**src/rtl/alu_share_arbiter_if.sv**
```systemverilog
// ----------------------------------------------------------------------------
// alu_share_arbiter_if
// Handshake bundle between the two ALU requesters and alu_share_arbiter.
//   req0_* / req1_* : valid/ready request channel carrying op code and operands
//   rsp0_* / rsp1_* : valid/ready response channel, one per requester
//   rsp_result/zero : shared response payload, qualified by rspN_valid
// Modports:
//   slave  - arbiter side (consumes requests, produces responses)
//   master - requester side
// ----------------------------------------------------------------------------
interface alu_share_arbiter_if #(
    parameter int WIDTH = 32
);
    logic             req0_valid;
    logic             req0_ready;
    logic [3:0]       req0_op;
    logic [WIDTH-1:0] req0_a;
    logic [WIDTH-1:0] req0_b;

    logic             req1_valid;
    logic             req1_ready;
    logic [3:0]       req1_op;
    logic [WIDTH-1:0] req1_a;
    logic [WIDTH-1:0] req1_b;

    logic             rsp0_valid;
    logic             rsp0_ready;
    logic             rsp1_valid;
    logic             rsp1_ready;
    logic [WIDTH-1:0] rsp_result;
    logic             rsp_zero;

    modport slave (
        input  req0_valid, req0_op, req0_a, req0_b,
        input  req1_valid, req1_op, req1_a, req1_b,
        output req0_ready, req1_ready,
        output rsp0_valid, rsp1_valid, rsp_result, rsp_zero,
        input  rsp0_ready, rsp1_ready
    );

    modport master (
        output req0_valid, req0_op, req0_a, req0_b,
        output req1_valid, req1_op, req1_a, req1_b,
        input  req0_ready, req1_ready,
        input  rsp0_valid, rsp1_valid, rsp_result, rsp_zero,
        output rsp0_ready, rsp1_ready
    );
endinterface

```
**src/rtl/alu_share_arbiter.sv**
```systemverilog
// ----------------------------------------------------------------------------
// alu_share_arbiter
// Shares one WIDTH-bit ALU between requester 0 (core datapath) and
// requester 1 (auxiliary unit) with round-robin arbitration.
// Flow: IDLE (grant) -> EXEC (ALU inputs held ALU_LAT cycles) -> RESP
// (result held until the winner takes it) -> IDLE.
// Ports:
//   clk, rst_n        clock, asynchronous active-low reset
//   bus (slave)       request/response handshakes, see alu_share_arbiter_if
//   alu_a/alu_b/alu_op  registered operands/op code to the ALU
//   alu_result/alu_zero result from the ALU, captured on last EXEC cycle
//   busy              high whenever not IDLE
//   perf_grant0/1     saturating grant counters (ALU_ARB_PERF_EN only)
// Optional feature macro: ALU_ARB_PERF_EN
// ----------------------------------------------------------------------------
module alu_share_arbiter #(
    parameter int WIDTH   = 32,
    parameter int ALU_LAT = 1,
    parameter int CNT_W   = 16
) (
    input  logic                 clk,
    input  logic                 rst_n,
    alu_share_arbiter_if.slave   bus,
    output logic [WIDTH-1:0]     alu_a,
    output logic [WIDTH-1:0]     alu_b,
    output logic [3:0]           alu_op,
    input  logic [WIDTH-1:0]     alu_result,
    input  logic                 alu_zero,
    output logic                 busy
`ifdef ALU_ARB_PERF_EN
    ,
    output logic [CNT_W-1:0]     perf_grant0,
    output logic [CNT_W-1:0]     perf_grant1
`endif
);

    localparam int CW = (ALU_LAT > 1) ? $clog2(ALU_LAT) : 1;
    localparam logic [CW-1:0] CNT_LAST = CW'(ALU_LAT - 1);

    typedef enum logic [1:0] {IDLE, EXEC, RESP} state_e;

    state_e           state_q, state_d;
    logic [CW-1:0]    cnt_q, cnt_d;
    logic             last_grant_q, last_grant_d;
    logic [WIDTH-1:0] a_q, a_d, b_q, b_d;
    logic [3:0]       op_q, op_d;
    logic [WIDTH-1:0] res_q, res_d;
    logic             zero_q, zero_d;
    logic             grant0, grant1;

    always_ff @(posedge clk or negedge rst_n) begin
        if (!rst_n) begin
            state_q      <= IDLE;
            cnt_q        <= '0;
            last_grant_q <= 1'b1;
            a_q          <= '0;
            b_q          <= '0;
            op_q         <= '0;
            res_q        <= '0;
            zero_q       <= 1'b0;
        end else begin
            state_q      <= state_d;
            cnt_q        <= cnt_d;
            last_grant_q <= last_grant_d;
            a_q          <= a_d;
            b_q          <= b_d;
            op_q         <= op_d;
            res_q        <= res_d;
            zero_q       <= zero_d;
        end
    end

    always_comb begin
        state_d      = state_q;
        cnt_d        = cnt_q;
        last_grant_d = last_grant_q;
        a_d          = a_q;
        b_d          = b_q;
        op_d         = op_q;
        res_d        = res_q;
        zero_d       = zero_q;
        grant0       = 1'b0;
        grant1       = 1'b0;
        case (state_q)
            IDLE: begin
                // On a tie the requester that did not win last time goes first.
                if (bus.req0_valid && (!bus.req1_valid || last_grant_q))
                    grant0 = 1'b1;
                else if (bus.req1_valid)
                    grant1 = 1'b1;
                if (grant0) begin
                    a_d          = bus.req0_a;
                    b_d          = bus.req0_b;
                    op_d         = bus.req0_op;
                    last_grant_d = 1'b0;
                end else if (grant1) begin
                    a_d          = bus.req1_a;
                    b_d          = bus.req1_b;
                    op_d         = bus.req1_op;
                    last_grant_d = 1'b1;
                end
                if (grant0 || grant1) begin
                    cnt_d   = '0;
                    state_d = EXEC;
                end
            end
            EXEC: begin
                if (cnt_q == CNT_LAST) begin
                    res_d   = alu_result;
                    zero_d  = alu_zero;
                    state_d = RESP;
                end else begin
                    cnt_d = cnt_q + CW'(1);
                end
            end
            RESP: begin
                // last_grant_q names the owner of the in-flight response.
                if (last_grant_q ? bus.rsp1_ready : bus.rsp0_ready)
                    state_d = IDLE;
            end
            default: state_d = IDLE;
        endcase
    end

    // Ready is a combinational pulse in IDLE so that a requester dropping
    // valid is never granted; rst_n gating keeps it low while in reset.
    assign bus.req0_ready = rst_n & grant0;
    assign bus.req1_ready = rst_n & grant1;
    assign bus.rsp0_valid = (state_q == RESP) & ~last_grant_q;
    assign bus.rsp1_valid = (state_q == RESP) &  last_grant_q;
    assign bus.rsp_result = res_q;
    assign bus.rsp_zero   = zero_q;
    assign alu_a          = a_q;
    assign alu_b          = b_q;
    assign alu_op         = op_q;
    assign busy           = (state_q != IDLE);

`ifdef ALU_ARB_PERF_EN
    logic [CNT_W-1:0] perf0_q, perf1_q;

    always_ff @(posedge clk or negedge rst_n) begin
        if (!rst_n) begin
            perf0_q <= '0;
            perf1_q <= '0;
        end else begin
            if (grant0 && (perf0_q != '1)) perf0_q <= perf0_q + CNT_W'(1);
            if (grant1 && (perf1_q != '1)) perf1_q <= perf1_q + CNT_W'(1);
        end
    end

    assign perf_grant0 = perf0_q;
    assign perf_grant1 = perf1_q;
`else
    // CNT_W only sizes the optional counters; this empty block keeps it
    // referenced and marks an illegal configuration.
    if (CNT_W < 1 || ALU_LAT < 1) begin : g_bad_cfg
    end
`endif

endmodule

```
**src/flat_wrapper.sv**
```systemverilog
// flat-port wrapper written by rule: the top's interface ports become plain ports
module alu_share_arbiter_flat 
#(
    parameter int WIDTH   = 32,
    parameter int ALU_LAT = 1,
    parameter int CNT_W   = 16
)
  (clk, rst_n, alu_a, alu_b, alu_op, alu_result, alu_zero, busy, bus_req0_valid, bus_req0_op, bus_req0_a, bus_req0_b, bus_req1_valid, bus_req1_op, bus_req1_a, bus_req1_b, bus_req0_ready, bus_req1_ready, bus_rsp0_valid, bus_rsp1_valid, bus_rsp_result, bus_rsp_zero, bus_rsp0_ready, bus_rsp1_ready);
  alu_share_arbiter_if #(.WIDTH(WIDTH)) bus_i ();
  input  logic clk;
  input  logic rst_n;
  output logic [WIDTH-1:0] alu_a;
  output logic [WIDTH-1:0] alu_b;
  output logic [3:0] alu_op;
  input  logic [WIDTH-1:0] alu_result;
  input  logic alu_zero;
  output logic busy;
  input wire logic [$bits(bus_i.req0_valid)-1:0] bus_req0_valid;
  input wire logic [$bits(bus_i.req0_op)-1:0] bus_req0_op;
  input wire logic [$bits(bus_i.req0_a)-1:0] bus_req0_a;
  input wire logic [$bits(bus_i.req0_b)-1:0] bus_req0_b;
  input wire logic [$bits(bus_i.req1_valid)-1:0] bus_req1_valid;
  input wire logic [$bits(bus_i.req1_op)-1:0] bus_req1_op;
  input wire logic [$bits(bus_i.req1_a)-1:0] bus_req1_a;
  input wire logic [$bits(bus_i.req1_b)-1:0] bus_req1_b;
  output wire logic [$bits(bus_i.req0_ready)-1:0] bus_req0_ready;
  output wire logic [$bits(bus_i.req1_ready)-1:0] bus_req1_ready;
  output wire logic [$bits(bus_i.rsp0_valid)-1:0] bus_rsp0_valid;
  output wire logic [$bits(bus_i.rsp1_valid)-1:0] bus_rsp1_valid;
  output wire logic [$bits(bus_i.rsp_result)-1:0] bus_rsp_result;
  output wire logic [$bits(bus_i.rsp_zero)-1:0] bus_rsp_zero;
  input wire logic [$bits(bus_i.rsp0_ready)-1:0] bus_rsp0_ready;
  input wire logic [$bits(bus_i.rsp1_ready)-1:0] bus_rsp1_ready;
  assign bus_i.req0_valid = bus_req0_valid;
  assign bus_i.req0_op = bus_req0_op;
  assign bus_i.req0_a = bus_req0_a;
  assign bus_i.req0_b = bus_req0_b;
  assign bus_i.req1_valid = bus_req1_valid;
  assign bus_i.req1_op = bus_req1_op;
  assign bus_i.req1_a = bus_req1_a;
  assign bus_i.req1_b = bus_req1_b;
  assign bus_req0_ready = bus_i.req0_ready;
  assign bus_req1_ready = bus_i.req1_ready;
  assign bus_rsp0_valid = bus_i.rsp0_valid;
  assign bus_rsp1_valid = bus_i.rsp1_valid;
  assign bus_rsp_result = bus_i.rsp_result;
  assign bus_rsp_zero = bus_i.rsp_zero;
  assign bus_i.rsp0_ready = bus_rsp0_ready;
  assign bus_i.rsp1_ready = bus_rsp1_ready;
  alu_share_arbiter #(.WIDTH(WIDTH), .ALU_LAT(ALU_LAT), .CNT_W(CNT_W)) u_core (.clk(clk), .rst_n(rst_n), .bus(bus_i), .alu_a(alu_a), .alu_b(alu_b), .alu_op(alu_op), .alu_result(alu_result), .alu_zero(alu_zero), .busy(busy));
endmodule
```
**config.mk**
```make
export PLATFORM = sky130hd
export DESIGN_NAME = alu_share_arbiter_flat
export DESIGN_NICKNAME = d
export VERILOG_FILES = /design/src/rtl/alu_share_arbiter_if.sv /design/src/rtl/alu_share_arbiter.sv /design/src/flat_wrapper.sv
export SDC_FILE = /design/constraint.sdc
export NUM_CORES = 1
export LEC_CHECK = 0
export BUFFER_PORTS_ARGS = -buffer_cell sky130_fd_sc_hd__buf_2
export CORE_AREA = 3 3 108 110
export CTS_CLUSTER_SIZE = 30
export DETAILED_ROUTE_END_ITERATION = 10
export DIE_AREA = 0 0 111 113
export PLACE_DENSITY_LB_ADDON = 0.25
export SLEW_MARGIN = 20
export SYNTH_ARGS = -nofsm -noshare
export SYNTH_HDL_FRONTEND = slang
export SYNTH_SLANG_ARGS = --single-unit
```
**constraint.sdc**
```tcl
create_clock -name clk -period 4.5 [get_ports clk]
set_input_delay 0.675 -clock clk [delete_from_list [all_inputs] [get_ports clk]]
set_output_delay 0.675 -clock clk [all_outputs]
set_load 0.005 [all_outputs]
```
==> results_dict.tcl, run 1 <==
set metrics [dict create \
    cp-end-kind "output port" \
    netSwitchingFraction_pct 37.15 \
    grt_max_degree 71 \
    fp.dieArea_um2 12540 \
    synth_nets 661 \
    gr-total-overflow 0 \
    cts.path.max_buffers 2 \
    wire_per_inst_um 17.76 \
    start_util_pct 44.24 \
    slew-limit-headroom_pct 31.83 \
    finalHoldViolations 0 \
    clock-root-buffer "clkbuf_8" \
    antenna_cells 0 \
    dp_hpwl_um 10780 \
    ir_worst_vdd_uv 336.4 \
    port_buffers 280 \
    final_common_cell "buf_2" \
    internal-power_mw 2.631 \
    max_freq_mhz 329.3 \
    holdWs_ps 268.8 \
    drc 0 \
    crit_path_start_kind "flip-flop" \
    hp-class "primary input to asynchronous set/reset pin" \
    layout_common_cells "279 x buf_2, 103 x dfrtp_1, 70 x o21ai_0" \
    via_per_inst 5.628 \
    p_leak_nw 2.971 \
    crit_chain "nor2_4 > buf_4 > nand3_1 > a21oi_1 > buf_2" \
    rsz0062_at_grt "no" \
    period_share_pct 67.49 \
    p_seq_share_pct 40.7 \
    power.share.clock_pct 16.2 \
    ys_seq_area_share_pct 54.53 \
    finalNetCount 903 \
    placedCellCount 857 \
    crit_start "u_core.state_q[1]" \
    cts_hold_buffers 0 \
    h-tree-depth 3 \
    ant_nets 0 \
    clock-sinks 104 \
    syn_inst 486 \
    clk_pin_slew_ps 100 \
    drive_gt1_share_pct 46.79 \
    max-cap-violations 0 \
    worst_slew_pin_slew_ps 1023 \
    gp_congestion 0.7979 \
    core_um2 10790 \
    finalSetupViolCount 0 \
    die_h_um 113 \
    max_stage_delay_ps 540 \
    cp_data_arrival_time_ps 2360 \
    cts_buffers 9 \
    grt_pass1_vias 4650 \
    avgSynthCellArea_um2 9.824 \
    drt-initial-drc-count 403 \
    yosys.cell_types.count 20 \
    regArea_um2 2604 \
    vias 4913 \
    finalSetupTns_ps 0 \
    comb_power_share_pct 43.1 \
    fillers 928 \
    power_density_nw_per_um2 652.5 \
    antenna_found_initial 0 \
    syn_area_um2 4775 \
    multi_input_area_um2 1926 \
    cts_tree "built" \
    design_power_total_mw 4.187 \
    status "complete, no violations" \
    drtPass1Iterations 5 \
    critical_path_class "flip-flop to output port" \
    grt_use_total_pct 23.41 \
    r2r_start "u_core.state_q[1]" \
    rrSetupSlack_ps 2030 \
    synth_seq_cells 104 \
    switchingPower_mw 1.555 \
    area_growth_pct 34.38 \
    period_needed_ps 3037 \
    row_count 38 \
    skew_ps 14.71 \
    boundaryPins 281 \
    timing.critical_path.fanout_max 45 \
    post_cts_buffers 0 \
    critPathSlowestCell "nor2_4" \
    grt_pass1_wl_um 23920 \
    drt-total-wl_um 15510 \
    slew_viol_final 0 \
    cts_resized 0 \
    post-place-ws_ps 1835 \
    worst_slack_ps 1463 \
    cp.required_ps 3830 \
    die_x_um 111 \
    stdcell_count 873 \
    clock_latency_ps 360 \
    ys_warn_count 0 \
]
[cells in the mapped netlist, drive strengths merged]
| library cell | n | area, um^2 |
|---|---|---|
| a31oi | 68 | 425.4 |
| nand3 | 69 | 345.3 |
| or2 | 1 | 6.260 |
| o21ai | 71 | 355.3 |
| nand2 | 1 | 3.750 |
| nand2b | 3 | 18.77 |
| and2 | 1 | 6.260 |
| and2b | 1 | 7.510 |
| mux2 | 34 | 382.9 |
| nor2 | 3 | 11.26 |
| dfstp | 1 | 26.28 |
| clkbuf | 48 | 182.7 |
| nor3 | 1 | 5.000 |
| a21oi | 69 | 345.3 |
| inv | 3 | 11.26 |
| buf | 9 | 63.81 |
| dfrtp | 103 | 2577 |
[sequential cells by signal, summed over array words and instances, names as in the netlist]
signal	flops
u_core.alu_b	32
u_core.last_grant_q	1
u_core.bus.rsp_result	32
u_core.alu_op	4
u_core.state_q	2
u_core.bus.rsp_zero	1
u_core.alu_a	32
[power by group through the flow]
| stage | Combinational [mW] | Clock, mW | Sequential [mW] |
|---|---|---|---|
| after floorplan | 1.00 | 0 | 1.71 |
| after global placement | 1.78 | 0 | 1.69 |
| after detailed placement | 1.83 | 0 | 1.70 |
| after CTS | 1.82 | 0.692 | 1.70 |
| after global routing | 1.99 | 0.730 | 1.76 |
| final | 1.80 | 0.679 | 1.70 |
[worst paths after layout]
path | end | cells after the start
min reg2reg | u_core.bus.rsp_result[31] | 1
min | u_core.alu_a[14] | 1
max in group asynchronous | u_core.alu_a[5] | 2
max reg2reg | u_core.alu_a[13] | 4
min in group clk | u_core.bus.rsp_result[31] | 1
max | bus_req1_ready | 5
[cells by family (layout without fill, tap and decap cells)]
family | count (synthesis) | in the layout | share of synthesized area (%)
AO/OA/AOI/OAI | 208 | 208 | 23.58
flip-flops | 104 | 104 | 54.53
AND/OR/NAND/NOR | 80 | 80 | 8.464
buffers and inverters | 60 | 307 | 5.398
multiplexers | 34 | 34 | 8.019
[per-layer routing]
| layer | up-vias | global-route usage, % | wire length (um) |
|---|---|---|---|
| met2 | 298 | 40.09 | 7746 |
| li1 | 2273 | - | - |
| met3 | 24 | 5.508 | 1324 |
| met5 | - | 0 | 0 |
| met1 | 2318 | 29.76 | 6213 |
| met4 | 0 | 6.979 | 221 |
[through the flow]
step | cell area [um^2] | util (%)
detailed placement | 6180 | 57.26
floorplan | 4775 | -
global placement | 6180 | 57.26
CTS | 6416 | 59.45
global route | 6416 | 59.45
finish | 6416 | 59.45
[cell type report]
class	instances	area share, %
inverters	3	0.1755
repair buffers	288	22.82
clock buffers	11	2.048
well taps	140	2.730
multi-input cells	322	30.01
clock inverters	5	1.638
flip-flops and latches	104	40.58
[critical path, delay by kind of cell, from the launching register on]
family                 cells  cell delay [ps]
and+or+nand+nor            2              670
buffers and inverters      2              700
DFF                        1              420
AOI/OAI and AO/OA          1              220
No activity file was read; power rests on OpenSTA's default activity.
==> run 2, diff against run 1 <==
--- a/config.mk
+++ b/config.mk
@@ -5,11 +5,12 @@
 export SDC_FILE = /design/constraint.sdc
 export NUM_CORES = 1
 export LEC_CHECK = 0
+export ABC_AREA = 1
 export BUFFER_PORTS_ARGS = -buffer_cell sky130_fd_sc_hd__buf_2
-export CORE_AREA = 3 3 108 110
+export CORE_MARGIN = 3
+export CORE_UTILIZATION = 45
 export CTS_CLUSTER_SIZE = 30
 export DETAILED_ROUTE_END_ITERATION = 10
-export DIE_AREA = 0 0 111 113
 export PLACE_DENSITY_LB_ADDON = 0.25
 export SLEW_MARGIN = 20
 export SYNTH_ARGS = -nofsm -noshare
==> constraint.sdc (replaced) <==
create_clock -name clk -period 2.85 [get_ports clk]
set_input_delay 0.4275 -clock clk [delete_from_list [all_inputs] [get_ports clk]]
set_output_delay 0.4275 -clock clk [all_outputs]
set_load 0.005 [all_outputs]
==> run 2 against run 1 <==
  * Clock skew shrank 4.2 ps
  * Sequential share of layout area shrank 1.3 points
  * Core utilization grew 3.3 points
  * Routed wire length shrank 4.7%
  * Total power grew 52%
  * Final cell count grew 23%
  * Synthesized cell count grew 40%
==> results_dict.tcl, run 2 <==
set metrics [dict create \
    status "complete, no violations" \
    syn_inst 680 \
    avgSynthCellArea_um2 7.327 \
    die_h_um 111.2 \
    grt_max_degree 69 \
    synth_seq_cells 104 \
    drt-initial-drc-count 329 \
    grt_pass1_vias 4919 \
    drtPass1Iterations 5 \
    critPathSlowestCell "buf_2" \
    max_freq_mhz 472.8 \
    layout_common_cells "410 x nand2_1, 279 x buf_2, 103 x dfrtp_1" \
    ant_nets 0 \
    start_util_pct 47.20 \
    final_common_cell "nand2_1" \
    synth_nets 855 \
    post-synth-top-count-cell "nand2_1" \
    cp.required_ps 2420 \
    grt_use_total_pct 23.74 \
    crit_path_start_kind "primary input" \
    crit_chain "buf_2 > nor2_4 > nor2_8 > nand2_1 > nor2_1 > buf_2" \
    slew-limit-headroom_pct 54.41 \
    rsz0062_at_grt "no" \
    finalSetupViolCount 0 \
    design_power_total_mw 6.368 \
    max_stage_delay_ps 400 \
    hp-class "primary input to flip-flop" \
    ir_worst_vdd_uv 402.7 \
    critical-path-top-delay-family "simple AND/OR/NAND/NOR gates" \
    via_per_inst 4.777 \
    finalSetupTns_ps 0 \
    async_flop_share_pct 100.0 \
    drive_gt1_share_pct 33.51 \
    multi_input_area_um2 2131 \
    period_needed_ps 2115 \
    place_area_um2 6409 \
    h-tree-depth 3 \
    finalNetCount 1110 \
    cts_resized 0 \
    fillers 1004 \
    critPathBufInv 2 \
    gr-total-overflow 0 \
    drc 0 \
    regArea_um2 2604 \
    vias 5140 \
    wire_per_inst_um 13.73 \
    dp_hpwl_um 10560 \
    cts_tree "built" \
    boundaryPins 281 \
    clock_latency_ps 350 \
    fp.dieArea_um2 12370 \
    synth_area_leader_cell "dfrtp_1" \
    fin_util_pct 62.75 \
    holdWs_ps 293.6 \
    ys_seq_area_share_pct 52.26 \
    cp-end-kind "output port" \
    cp_data_arrival_time_ps 1690 \
    clock-sinks 104 \
    cts_buffers 9 \
    antenna_found_initial 1 \
    postLayoutCellArea_um2 6624 \
    gp_congestion 0.8574 \
    timing.critical_path.fanout_max 28 \
    clock-root-buffer "clkbuf_8" \
    synth_edf_count 0 \
    core_um2 10560 \
    drt-total-wl_um 14780 \
    cts.path.max_buffers 2 \
    grt_pass1_wl_um 24400 \
    worst_slew_pin_slew_ps 683.8 \
    ys_top_cells_by_area "dfrtp_1 52%, nand2_1 31%, nand3_1 10%" \
    finalHoldViolations 0 \
    port_buffers 280 \
    antenna_cells 0 \
    p_leak_nw 4.111 \
    syn_area_um2 4982 \
    ys_warn_count 0 \
    die_x_um 111.2 \
    synth_commonest_cells "412 x nand2_1, 103 x dfrtp_1, 102 x nand3_1" \
    max-cap-violations 0 \
    synthFlopType "dfrtp_1" \
    skew_ps 10.51 \
    area_growth_pct 32.95 \
    clk_pin_slew_ps 110 \
    slew_viol_final 0 \
    power_density_nw_per_um2 961.4 \
    crit_top_cell "buf_2" \
    yosys.cell_types.count 17 \
    critical_path_class "primary input to output port" \
    yosysTopAreaCellShare_pct 51.73 \
    period_share_pct 74.22 \
    row_count 37 \
]
## run 2: cell types whose count changed after synthesis, sizes merged, moves of 33 or more
| cell | previous run | this run |
|---|---|---|
| nand3 | 69 | 102 |
| a31oi | 68 | 0 |
| nand2 | 1 | 414 |
| o21ai | 71 | 1 |
| a21oi | 69 | 0 |
| mux2 | 34 | 0 |
| clkbuf | 48 | 13 |
## run 2: stage by stage
step                std cells  worst slack (ps)
floorplan                 680              1298
global route             1076             561.8
detailed placement       1059             700.8
CTS                      1076             723.2
global placement         1059             706.6
finish                   1076             734.7
## run 2: what timing repair did
| item | CTS | global route |
|---|---|---|
| hold buffers | 1 | 0 |
| setup buffers | 0 | 0 |
| endpoints found under the hold margin | 2 | 0 |
## run 2: cell type report
type | count | area share [%]
flip-flops and latches | 104 | 39.31
repair buffers | 290 | 22.55
clock inverters | 7 | 1.190
well taps | 136 | 2.569
multi-input cells | 524 | 32.17
inverters | 6 | 0.3400
clock buffers | 9 | 1.870
## run 2: layer usage
metal  track usage [%]  part of all wire (%)
met2             38.36                    48
met1             31.40                    42
met3             6.114                   7.8
met4             7.461                   2.4
met5                 0                 0.088
## run 2: final timing paths
kind / startpoint / endpoint / slack (ps) / cells after the start
min in group asynchronous: rst_n / u_core.alu_b[27] / 400 / 2
setup / recovery: bus_req0_valid / bus_req1_ready / 730 / 6
setup reg to reg: u_core.last_grant_q / u_core.alu_a[11] / 1000 / 7
max in group asynchronous: rst_n / u_core.bus.rsp_result[26] / 1620 / 3
hold reg to reg: u_core.bus.rsp_result[30] / u_core.bus.rsp_result[30] / 470 / 2
hold / removal: alu_result[11] / u_core.bus.rsp_result[11] / 290 / 3
## run 2: kinds of logic (layout without fill, tap and decap cells)
logic type / count (synthesis) / count (layout) / synth area share, %
flops: 104 / 104 / 52.26
buf+inv: 52 / 312 / 5.073
simple gates: 523 / 523 / 42.57
compound gates: 1 / 1 / 0.1004
## run 2: worst min-delay path, delay by kind of cell
| family | cells | cell delay (ps) |
|---|---|---|
| buf+inv | 1 | 70 |
| simple gates | 2 | 120 |
## run 2: power breakdown
part,total [mW],internal [mW],switching [mW]
sequential,2.55,2.19,0.360
combinational,2.87,1.12,1.75
clock,0.946,0.416,0.530
==> run 3, diff against run 2 <==
--- a/config.mk
+++ b/config.mk
@@ -5,10 +5,10 @@
 export SDC_FILE = /design/constraint.sdc
 export NUM_CORES = 1
 export LEC_CHECK = 0
-export ABC_AREA = 1
+export ABC_AREA = 0
 export BUFFER_PORTS_ARGS = -buffer_cell sky130_fd_sc_hd__buf_2
 export CORE_MARGIN = 3
-export CORE_UTILIZATION = 45
+export CORE_UTILIZATION = 40
 export CTS_CLUSTER_SIZE = 30
 export DETAILED_ROUTE_END_ITERATION = 10
 export PLACE_DENSITY_LB_ADDON = 0.25
==> constraint.sdc (replaced) <==
create_clock -name clk -period 1.7 [get_ports clk]
set_input_delay 0.255 -clock clk [delete_from_list [all_inputs] [get_ports clk]]
set_output_delay 0.255 -clock clk [all_outputs]
set_load 0.005 [all_outputs]
==> run 3 against run 2 <==
  * Register-to-register slack worse by 850 ps
  * Routed wire length grew 9.8%
  * Largest power group unchanged
  * Flip-flop and latch count unchanged
  * Largest cell class unchanged
==> results_dict.tcl, run 3 (same netlist as run 1, synthesis figures left out) <==
set metrics [dict create \
    endpoint "bus_req0_ready" \
    drt-initial-drc-count 418 \
    min_from "alu_result[19]" \
    critPathSlowestCell "dfstp_2" \
    cts_buffers 9 \
    crit_path_start_kind "flip-flop" \
    fp.dieArea_um2 13280 \
    cp_data_arrival_time_ps 1400 \
    power_density_nw_per_um2 1731 \
    crit_start "u_core.last_grant_q" \
    r2r-end "u_core.alu_b[11]" \
    clock_latency_ps 330 \
    finalHoldViolations 0 \
    drc 0 \
    critPathBufInv 1 \
    cts.path.max_buffers 2 \
    skew_ps 6.243 \
    gr-total-overflow 0 \
    clock-root-buffer "clkbuf_16" \
    row_count 39 \
    hold_depth 2 \
    comb_power_share_pct 44.5 \
    grt_max_degree 60 \
    ir_worst_vdd_uv 586.9 \
    worst_slew_pin_slew_ps 749.2 \
    netSwitchingFraction_pct 37.17 \
    die_x_um 115.3 \
    wl_met1_um 6418 \
    design_power_total_mw 11.56 \
    grt_pass1_vias 4932 \
    placedCellCount 871 \
    period_share_pct 97.15 \
    drt-total-wl_um 16220 \
    period_needed_ps 1652 \
    antenna_found_initial 4 \
    ant_nets 0 \
    clk_pin_slew_ps 70 \
    grt_use_total_pct 23.45 \
    clock-sinks 104 \
    max_freq_mhz 605.5 \
    reg2reg_depth 5 \
    timing.critical_path.fanout_max 5 \
    layout_common_cells "279 x buf_2, 103 x dfrtp_1, 70 x o21ai_0" \
    stdcell_count 896 \
    start_util_pct 41.29 \
    boundaryPins 281 \
    gp_congestion 0.8182 \
    core_um2 11560 \
    area_growth_pct 39.81 \
    switchingPower_mw 4.295 \
    cts_tree "built" \
    internal-power_mw 7.261 \
    port_buffers 280 \
    drtPass1Iterations 6 \
    h-tree-depth 3 \
    finalSetupViolCount 0 \
    p_seq_share_pct 38.7 \
    crit_chain "and2b_4 > nor3_1 > buf_2" \
    hp-class "primary input to flip-flop" \
    wire_per_inst_um 18.10 \
    rrSetupSlack_ps 150 \
    drive_gt1_share_pct 48.13 \
    grt_pass1_wl_um 24800 \
    power.share.clock_pct 16.9 \
    wl_met3_um 1432 \
    cp.required_ps 1440 \
    slew-limit-headroom_pct 50.05 \
    p_leak_nw 3.108 \
    die_h_um 115.3 \
    top_layer "met5" \
    finalNetCount 920 \
    finalSetupTns_ps 0 \
    fillers 1033 \
    critical_path_class "flip-flop to output port" \
    max_stage_delay_ps 560 \
    r2r_start "u_core.last_grant_q" \
    route.met2.wl_um 8088 \
    rsz0062_at_grt "no" \
    critical_path_depth 3 \
    vias 5020 \
    status "complete, no violations" \
    dp_hpwl_um 11730 \
    final_common_cell "buf_2" \
    max-cap-violations 0 \
    via_per_inst 5.603 \
    slew_viol_final 0 \
    critical-path-top-delay-family "flip-flops" \
    cp-end-kind "output port" \
]
## run 3: changes by cell type in the layout (fill, tap and decap cells not counted), sizes merged, moves of 15 or more
cell,change
a21oi,+69
a31oi,+68
buf,+15
mux2,+34
nand2,-413
nand3,-33
o21ai,+70
## run 3: worst register-to-register path: stages (launching register included)
cell	delay (ps)
dfstp_2	560
and2b_4	200
buf_4	180
buf_12	170
o21ai_0	180
a31oi_1	110
## run 3: layer usage
| layer | vias to the layer above | track usage (%) |
|---|---|---|
| li1 | 2317 | - |
| met1 | 2394 | 28.67 |
| met2 | 277 | 40.74 |
| met3 | 30 | 5.421 |
| met4 | 2 | 7.981 |
| met5 | - | 0 |
## run 3: power by group through the flow
stage / combinational (mW) / sequential [mW] / clock, mW
2_1_floorplan: 2.65 / 4.52 / 0
3_3_place_gp: 4.95 / 4.45 / 0
3_5_place_dp: 5.09 / 4.49 / 0
4_1_cts: 5.16 / 4.47 / 1.99
5_1_grt: 5.70 / 4.61 / 2.10
6_report: 5.14 / 4.47 / 1.95
## run 3: what timing repair did
action,CTS,global route
hold buffers,1,0
endpoints found under the hold margin,3,0
endpoints found under the setup margin,2,1
setup buffers,4,1
pin swaps,1,0
resized for setup,1,0
## run 3: how the worst min path moves through the flow
stage,slack (ps),to
6_report,150,u_core.bus.rsp_result[19]
5_1_grt,140,u_core.bus.rsp_result[1]
4_1_cts,130,u_core.bus.rsp_result[19]
3_5_place_dp,80,u_core.alu_b[25]
3_3_place_gp,70,u_core.alu_op[2]
2_1_floorplan,-40,u_core.alu_a[0]
## run 3: cell type report
cell class / instances / area, um^2 / share of cell area (%)
antenna: 3 / 7.507 / 0.1125
clock buffer: 9 / 225.2 / 3.374
clock inverter: 7 / 52.55 / 0.7873
inverter: 3 / 11.26 / 0.1687
multi-input combinational: 322 / 1927 / 28.87
sequential: 104 / 2604 / 39.01
tap: 143 / 178.9 / 2.680
timing repair buffer: 305 / 1669 / 25.00
## run 3: per-stage QoR
stage          utilization (%)  hold slack (ps)  area [um^2]  setup slack [ps]
2_1_floorplan                -           -40.59         4775             222.8
3_3_place_gp             54.83            74.90         6341             196.4
3_5_place_dp             54.83            76.22         6341             120.6
4_1_cts                  57.59            133.4         6660             16.04
5_1_grt                  57.72            137.1         6675             8.137
6_report                 57.72            147.5         6675             48.44
